## config.mk

```make
export PLATFORM = sky130hd
export DESIGN_NAME = mem_access
export DESIGN_NICKNAME = d
export VERILOG_FILES = /design/src/rtl/mem_access.sv
export SDC_FILE = /design/constraint.sdc
export NUM_CORES = 1
export LEC_CHECK = 0
export BUFFER_PORTS_ARGS = -buffer_cell sky130_fd_sc_hd__buf_2
export CAP_MARGIN = 5
export CORE_MARGIN = 2
export CORE_UTILIZATION = 40
export DETAILED_ROUTE_END_ITERATION = 12
export PLACE_DENSITY_LB_ADDON = 0.12
export REMOVE_ABC_BUFFERS = 1
export SLEW_MARGIN = 20
export SYNTH_ARGS = -nofsm -noshare
export SYNTH_HDL_FRONTEND = slang
export SYNTH_SLANG_ARGS = --single-unit
```

## constraint.sdc

```tcl
create_clock -name clk_i -period 5.01 [get_ports clk_i]
set_clock_uncertainty 0.2 [all_clocks]
set_input_delay 1.002 -clock clk_i [delete_from_list [all_inputs] [get_ports clk_i]]
set_output_delay 1.002 -clock clk_i [all_outputs]
set_load 0.005 [all_outputs]
```

## src/rtl/mem_access.sv

```systemverilog
// Memory-access stage: single-outstanding req/ack data-memory port for loads/stores,
// byte-lane alignment, load extension, fault detection and one registered writeback per instruction.
`timescale 1ns/1ps
module mem_access #(
   parameter int XLEN = 32
) (
   input  logic            clk_i,
   input  logic            rst_i,
   input  logic            ex_valid_i,
   input  logic [31:0]     ex_instr_i,
   input  logic [XLEN-1:0] ex_alu_out_i,
   input  logic            ex_rd_wr_i,
   input  logic [XLEN-1:0] ex_store_data_i,
   output logic            ex_ready_o,
   output logic            dmem_req_o,
   output logic            dmem_we_o,
   output logic [XLEN-1:0] dmem_addr_o,
   output logic [3:0]      dmem_be_o,
   output logic [XLEN-1:0] dmem_wdata_o,
   input  logic            dmem_ack_i,
   input  logic [XLEN-1:0] dmem_rdata_i,
   output logic            wb_valid_o,
   output logic [4:0]      wb_rd_o,
   output logic [XLEN-1:0] wb_data_o,
   output logic            wb_rd_wr_o,
   output logic            wb_exc_o
);
   // state  | meaning
   // S_IDLE | ready to accept; non-memory and faulting ops retire from here
   // S_WAIT | bus request outstanding, waiting for dmem_ack_i
   typedef enum logic {S_IDLE, S_WAIT} state_t;

   localparam logic [6:0] OP_LOAD  = 7'b0000011;
   localparam logic [6:0] OP_STORE = 7'b0100011;

   state_t          state_q, state_d;
   logic            we_q, we_d;
   logic [XLEN-1:0] addr_q, addr_d;
   logic [3:0]      be_q, be_d;
   logic [XLEN-1:0] wdata_q, wdata_d;
   logic [2:0]      f3_q, f3_d;
   logic [4:0]      rd_q, rd_d;
   logic            rd_wr_q, rd_wr_d;
   logic            wb_valid_q, wb_valid_d;
   logic [4:0]      wb_rd_q, wb_rd_d;
   logic [XLEN-1:0] wb_data_q, wb_data_d;
   logic            wb_rd_wr_q, wb_rd_wr_d;
   logic            wb_exc_q, wb_exc_d;

   logic [6:0]      opcode;
   logic [2:0]      f3;
   logic [4:0]      rd;
   logic            is_load, is_store, illegal, misaligned, accept;
   logic [3:0]      store_be;
   logic [XLEN-1:0] store_wdata, shifted, load_val;
   logic            unused_instr_bits;

   assign opcode            = ex_instr_i[6:0];
   assign f3                = ex_instr_i[14:12];
   assign rd                = ex_instr_i[11:7];
   assign unused_instr_bits = ^ex_instr_i[31:15];

   assign is_load    = (opcode == OP_LOAD);
   assign is_store   = (opcode == OP_STORE);
   assign illegal    = (is_load  && (f3 == 3'd3 || f3 == 3'd6 || f3 == 3'd7)) ||
                       (is_store && (f3 >= 3'd3));
   // funct3[1:0] encodes access size for both loads and stores
   assign misaligned = ((f3[1:0] == 2'd1) && ex_alu_out_i[0]) ||
                       ((f3[1:0] == 2'd2) && (ex_alu_out_i[1:0] != 2'b00));

   assign ex_ready_o = (state_q == S_IDLE) && !rst_i;
   assign accept     = ex_valid_i && ex_ready_o;

   always_comb begin
      store_be    = 4'hF;
      store_wdata = ex_store_data_i;
      case (f3[1:0])
         2'd0: begin
            store_be    = 4'b0001 << ex_alu_out_i[1:0];
            store_wdata = {4{ex_store_data_i[7:0]}};
         end
         2'd1: begin
            store_be    = 4'b0011 << ex_alu_out_i[1:0];
            store_wdata = {2{ex_store_data_i[15:0]}};
         end
         default: ;
      endcase
   end

   assign shifted = dmem_rdata_i >> {addr_q[1:0], 3'b000};

   always_comb begin
      load_val = shifted;
      case (f3_q)
         3'd0:    load_val = {{(XLEN-8){shifted[7]}}, shifted[7:0]};
         3'd1:    load_val = {{(XLEN-16){shifted[15]}}, shifted[15:0]};
         3'd4:    load_val = {{(XLEN-8){1'b0}}, shifted[7:0]};
         3'd5:    load_val = {{(XLEN-16){1'b0}}, shifted[15:0]};
         default: load_val = shifted;
      endcase
   end

   always_comb begin
      state_d    = state_q;
      we_d       = we_q;
      addr_d     = addr_q;
      be_d       = be_q;
      wdata_d    = wdata_q;
      f3_d       = f3_q;
      rd_d       = rd_q;
      rd_wr_d    = rd_wr_q;
      wb_valid_d = 1'b0;
      wb_rd_d    = wb_rd_q;
      wb_data_d  = wb_data_q;
      wb_rd_wr_d = wb_rd_wr_q;
      wb_exc_d   = wb_exc_q;
      case (state_q)
         S_IDLE: begin
            if (accept) begin
               if (!is_load && !is_store) begin
                  wb_valid_d = 1'b1;
                  wb_rd_d    = rd;
                  wb_data_d  = ex_alu_out_i;
                  wb_rd_wr_d = ex_rd_wr_i;
                  wb_exc_d   = 1'b0;
               end else if (illegal || misaligned) begin
                  wb_valid_d = 1'b1;
                  wb_rd_d    = rd;
                  wb_data_d  = ex_alu_out_i;
                  wb_rd_wr_d = 1'b0;
                  wb_exc_d   = 1'b1;
               end else begin
                  state_d = S_WAIT;
                  we_d    = is_store;
                  addr_d  = ex_alu_out_i;
                  be_d    = is_store ? store_be : 4'hF;
                  wdata_d = is_store ? store_wdata : wdata_q;
                  f3_d    = f3;
                  rd_d    = rd;
                  rd_wr_d = ex_rd_wr_i;
               end
            end
         end
         S_WAIT: begin
            if (dmem_ack_i) begin
               state_d    = S_IDLE;
               wb_valid_d = 1'b1;
               wb_rd_d    = rd_q;
               wb_exc_d   = 1'b0;
               wb_rd_wr_d = we_q ? 1'b0 : rd_wr_q;
               wb_data_d  = we_q ? addr_q : load_val;
            end
         end
         default: state_d = S_IDLE;
      endcase
   end

   always_ff @(posedge clk_i or posedge rst_i) begin
      if (rst_i) begin
         state_q    <= S_IDLE;
         we_q       <= 1'b0;
         addr_q     <= '0;
         be_q       <= '0;
         wdata_q    <= '0;
         f3_q       <= '0;
         rd_q       <= '0;
         rd_wr_q    <= 1'b0;
         wb_valid_q <= 1'b0;
         wb_rd_q    <= '0;
         wb_data_q  <= '0;
         wb_rd_wr_q <= 1'b0;
         wb_exc_q   <= 1'b0;
      end else begin
         state_q    <= state_d;
         we_q       <= we_d;
         addr_q     <= addr_d;
         be_q       <= be_d;
         wdata_q    <= wdata_d;
         f3_q       <= f3_d;
         rd_q       <= rd_d;
         rd_wr_q    <= rd_wr_d;
         wb_valid_q <= wb_valid_d;
         wb_rd_q    <= wb_rd_d;
         wb_data_q  <= wb_data_d;
         wb_rd_wr_q <= wb_rd_wr_d;
         wb_exc_q   <= wb_exc_d;
      end
   end

   // The request is the WAIT state itself, so an async reset withdraws it immediately.
   assign dmem_req_o   = (state_q == S_WAIT);
   assign dmem_we_o    = we_q;
   assign dmem_addr_o  = {addr_q[XLEN-1:2], 2'b00};
   assign dmem_be_o    = be_q;
   assign dmem_wdata_o = wdata_q;
   assign wb_valid_o   = wb_valid_q;
   assign wb_rd_o      = wb_rd_q;
   assign wb_data_o    = wb_data_q;
   assign wb_rd_wr_o   = wb_rd_wr_q;
   assign wb_exc_o     = wb_exc_q;
endmodule

```

==> metrics, run 1 <==
Max Freq 294 MHz; Setup Viol. Count Final 0; pin count of the biggest net entering global routing 48; wire length per cell 19.3 um; Post-DRT Antenna Nets 0; Syn Inst Count 692; fin. max-slew vios 0; vias after detailed routing 6,051; Design Power 2.64 mW; CP max FO 31; core footprint 16,400 um^2; Synth Area in Adders 0; cts repair resizes 0; Final GP Congestion 0.862; mux contribution to synthesized area 0.138; Placed Instances 1,062; most frequent cells after synthesis nand2_1, dfrtp_1, o21ai_0; post-synth top area cell dfrtp_1; Skew-Pair Late Insertion Delay 420 ps; vias in the first global route 6,161; Post-synth top flop dfrtp_1; status finished clean; xor/xnor cell area share of the yosys netlist 0; Filler cells 1,553; Synth area leaders dfrtp_1, nand2_1, mux2i_1, mux2_2, buf_4; final hold violations 0; Clock Pin Slew Worst Setup and Hold Paths 50 ps; Peak VDD IR 0.225 mV; first-pass GRT wire length 33,400 um; r2r worst-path depth 4; Worst path depth 6; CP max stage delay 630 ps; CTS H-Tree Depth 4; Post-Route WL 21,100 um; Die ar. 17,600 um^2; vias per cell 5.53; post-synthesis sequential area ratio 0.449; Yosys cell types 50; Design Area, Final 8250 um^2; Synth Area in Compound Gates 0.191; Post-Synthesis Cell Area 6640 um^2; CTS Root Cell clkbuf_16; post-synthesis simple-gate area fraction 0.146; Non-Filler Instances 1,095; crit path launch type input port; # DRC 0; crit path max-delay cell type inv_2; worst path cell trace buf_2 -> a221oi_4 -> o211ai_4 -> a21oi_4 -> inv_2 -> mux2_2; total grt overflow 0; setup TNS 0 ps; number of synthesized flops with an enable pin 0; setup bufs post-CTS 0; Die Ht 133 um; post-synth top area share 0.449; Area Growth Syn to Fin 24.3%; kind of critical path in -> reg; CTS Buf Count 17; clk buf depth 2; Final #Nets 994; GRT Total Usage 0.243; main combinational cell family by area after synthesis compound AO/OA/AOI/OAI gates; Req. time, crit path 5110 ps; pwr/cell area 321 nW/um^2; clock period minus worst slack 3400 ps; count of clock tree sinks 119; Mapped Avg Cell Area 9.59 um^2; layout cells sized above 1 0.366; FF+latch count, synth 119; CP Data Arrival Time 3500 ps; RSZ-0062 raised after global routing false; Worst Setup End Kind flip-flop; DPL Wire Length 14,400 um; Crit path max-delay family buffers and inverters; dpl cell area 7670 um^2; static leakage 4.13 nW; hold buffers post-CTS 0; async set-reset flop share out of synthesis 1.00; TritonCTS clock tree yes; initial antenna violation count 6; final cycle utilization of the critical path 0.679; Hold Crit Class reg -> reg; number of detailed-route iterations in the first pass 5; Ys Warns 0; CP Buf/Inv Count 2; I/O Buffers 224; most frequent cell after synthesis nand2_1; max_slew headroom 0.316; Max-Cap Viols 0; initial core utilization 0.404; DR iter-0 viols 504; io pins 244; WHS Path Cells 2; Worst-Margin Slew 1030 ps; die width 133 um; row count 47
## report_power, final
group / internal (mW) / switching [mW] / leakage [nW] / total (mW)
Clock: 0.774 / 0.414 / 0.279 / 1.19
Sequential: 1.03 / 0.0461 / 1.55 / 1.08
Combinational: 0.179 / 0.201 / 2.30 / 0.380
Total: 1.98 / 0.661 / 4.13 / 2.64
## through the flow
| step | hold WS, ps | utilization | worst slack [ps] |
|---|---|---|---|
| final | 263 | 0.503 | 1610 |
| after global placement | 244 | 0.468 | 1230 |
| after detailed placement | 255 | 0.468 | 1180 |
| after global routing | 288 | 0.503 | 1490 |
| after CTS | 265 | 0.502 | 1620 |
| after floorplan | 233 | - | 495 |
## worst min-delay path: stages (launching register included)
cell	delay (ps)
dfrtp_1	330
nand2_1	50
nand2_1	50
## cells in the final DEF, fill, tap and decap left out, types with 3 or more instances in the layout
cell type / count
buf_2: 224
nand2_1: 166
dfrtp_1: 118
o21ai_0: 39
mux2i_1: 31
mux2_2: 27
a31oi_1: 25
nor2_1: 24
a21oi_1: 20
a211oi_1: 17
clkbuf_16: 17
o211ai_1: 16
a32oi_1: 16
mux2_4: 11
buf_4: 11
nand2b_1: 10
o21a_1: 9
or3_1: 8
o31ai_1: 8
o2111ai_1: 8
mux4_2: 6
o2bb2ai_1: 6
diode_2: 4
inv_1: 4
clkbuf_8: 4
clkbuf_1: 4
nand3_1: 3
nor2b_1: 3
## flip-flops by register name (all words and copies together), names as in the netlist, 3 cells and up
name	count
rd_q	5
f3_q	3
dmem_be_o	4
wb_data_o	32
wb_rd_o	5
dmem_wdata_o	32
addr_q	32
## worst paths after layout
path,from,endpoint,slack [ps]
setup / recovery,ex_instr_i[12],wb_rd_o[3],1610
hold / removal,rd_q[3],rd_q[3],260
setup reg to reg,addr_q[1],wb_data_o[26],2100
hold reg to reg,rd_q[3],rd_q[3],260
max in group asynchronous,rst_i,wb_data_o[3],3230
min in group asynchronous,rst_i,dmem_wdata_o[1],430
## per-layer routing
layer	vias to the layer above	global-route usage	wire length (um)
li1	2789	-	-
met1	2925	0.313	8850
met2	297	0.381	9790
met3	36	0.0774	1980
met4	4	0.0974	449
met5	-	0	21
## cell type report
| cell class | count | area [um^2] | share of cell area |
|---|---|---|---|
| antenna | 4 | 10.0 | 0.00121 |
| clock buffer | 25 | 495 | 0.0601 |
| clock inverter | 4 | 70.1 | 0.00850 |
| inverter | 6 | 25.0 | 0.00303 |
| multi-input combinational | 482 | 3190 | 0.387 |
| sequential | 119 | 2980 | 0.361 |
| tap | 220 | 275 | 0.0334 |
| timing repair buffer | 235 | 1200 | 0.146 |
## logic make-up (layout without fill, tap and decap cells)
| kind of cell | after synthesis | after routing |
|---|---|---|
| multiplexers | 75 | 75 |
| buffers and inverters | 92 | 270 |
| AND/OR/NAND/NOR | 226 | 226 |
| AO/OA/AOI/OAI | 179 | 179 |
| other | 1 | 6 |
| flip-flops | 119 | 119 |
(Power assumes the default switching activity.)
==> run 2, diff against run 1 <==
clock period = 3.19 ns   (was 5.01 ns; I/O delays follow)
==> run 2 against run 1 <==
Against the previous run: critical path depth shrank 2; sequential power grew 56%; worst hold slack lost 210 ps; global-route usage grew 0.13 points; wire length grew 0.36%; critical path type is now reg -> reg; final cell count grew 1.2%; highest routed layer unchanged; register-to-register slack lost 1600 ps; combinational power grew 60%.
==> metrics, run 2 (same netlist as run 1, synthesis figures left out) <==
fin. max-slew vios 0; DR iter-0 viols 410; CTS Root Cell clkbuf_16; cts repair resizes 0; CP Buf/Inv Count 1; most common cell after layout, fill and taps aside buf_2; crit path launch type flip-flop; pin count of the biggest net entering global routing 59; Skew-Pair Late Insertion Delay 410 ps; wire length per cell 19.1 um; area of the multi-input gates 3190 um^2; vias per cell 5.48; Crit path max-delay family simple AND/OR/NAND/NOR gates; vias in the first global route 6,170; io pins 244; Hold Crit Class in -> async; initial core utilization 0.404; clock period minus worst slack 2670 ps; vias after detailed routing 6,074; Die ar. 17,600 um^2; Req. time, crit path 3230 ps; setup bufs post-CTS 0; Final Util 0.511; max_slew headroom 0.356; kind of critical path reg -> reg; Filler cells 1,535; first-pass GRT wire length 33,600 um; RSZ-0062 raised after global routing false; most frequent cells in the layout buf_2, nand2_1, dfrtp_1, o21ai_0, mux2i_1; Max-Cap Viols 0; die width 133 um; # DRC 0; static leakage 4.21 nW; pwr/cell area 502 nW/um^2; I/O Buffers 224; Area Growth Syn to Fin 26.3%; Post-DRT Antenna Nets 0; final cycle utilization of the critical path 0.838; CP max FO 42; final hold violations 0; FF/Latch Area 2980 um^2; core footprint 16,400 um^2; TritonCTS clock tree yes; hold buffers post-CTS 0; Final GP Congestion 0.860; CP max stage delay 710 ps; clk buf depth 2; count of clock tree sinks 119; CP Data Arrival Time 2720 ps; CTS H-Tree Depth 4; CTS Buf Count 17; Post-Route WL 21,200 um; crit path max-delay cell type nand2_1; initial antenna violation count 5; layout cells sized above 1 0.379; total grt overflow 0; row count 47; Max Freq 374 MHz; Clock Pin Slew Worst Setup and Hold Paths 60 ps; worst path cell trace buf_4 -> nand2_1 -> a32oi_1 -> a31oi_1; number of detailed-route iterations in the first pass 5; Worst-Margin Slew 963 ps; GRT Total Usage 0.244; WHS 54.3 ps; DPL Wire Length 14,600 um; Peak VDD IR 0.327 mV; status finished clean; Worst Setup End Kind flip-flop; Setup Viol. Count Final 0; Final #Nets 1,005; Die Ht 133 um
==> run 2: area by class of cell <==
cell class,instances,share of cell area
multi-input cells,482,0.380
inverters,6,0.00299
well taps,220,0.0328
clock buffers,23,0.0594
clock inverters,8,0.0113
repair buffers,246,0.156
flip-flops and latches,119,0.355
diodes,4,0.00119
==> run 2: worst register-to-register path, stage by stage (launching register included) <==
cell and delay [ps]:
dfrtp_2 520, buf_4 500, nand2_1 710, a32oi_1 450, a31oi_1 130
==> run 2: metal layers <==
| metal | part of all wire | routed length (um) | track usage |
|---|---|---|---|
| met1 | 0.42 | 8960 | 0.314 |
| met2 | 0.46 | 9810 | 0.386 |
| met3 | 0.091 | 1920 | 0.0766 |
| met4 | 0.021 | 445 | 0.0950 |
| met5 | 0.0013 | 28 | 0 |
==> run 2: through the flow <==
step | worst slack (ps) | power (mW) | setup TNS [ps] | instance area (um^2) | cells
after global routing | 346 | 4.39 | 0 | 8380 | 1106
after global placement | 442 | 2.30 | 0 | 7780 | 1073
after detailed placement | 368 | 2.32 | 0 | 7780 | 1073
after CTS | 533 | 4.25 | 0 | 8370 | 1104
final | 515 | 4.21 | 0 | 8380 | 1108
after floorplan | -1310 | 1.99 | -194930 | 6160 | 607
==> run 2: final timing paths <==
path / from / to / slack, ps / depth (start not counted)
worst min register to register: rd_q[0] / rd_q[0] / 270 / 2
min in group clk_i: ex_alu_out_i[9] / addr_q[9] / 240 / 3
max in group asynchronous: rst_i / dmem_wdata_o[20] / 1960 / 3
worst min-delay path: rst_i / addr_q[9] / 50 / 2
worst max register to register: dmem_req_o / wb_data_o[30] / 520 / 4
worst max-delay path: dmem_req_o / wb_data_o[30] / 520 / 4
==> run 2: power breakdown <==
| group | switching [mW] | total, mW | internal, mW |
|---|---|---|---|
| logic | 0.321 | 0.609 | 0.288 |
| clock network | 0.675 | 1.92 | 1.24 |
| registers | 0.0679 | 1.68 | 1.62 |
| total | 1.06 | 4.21 | 3.15 |
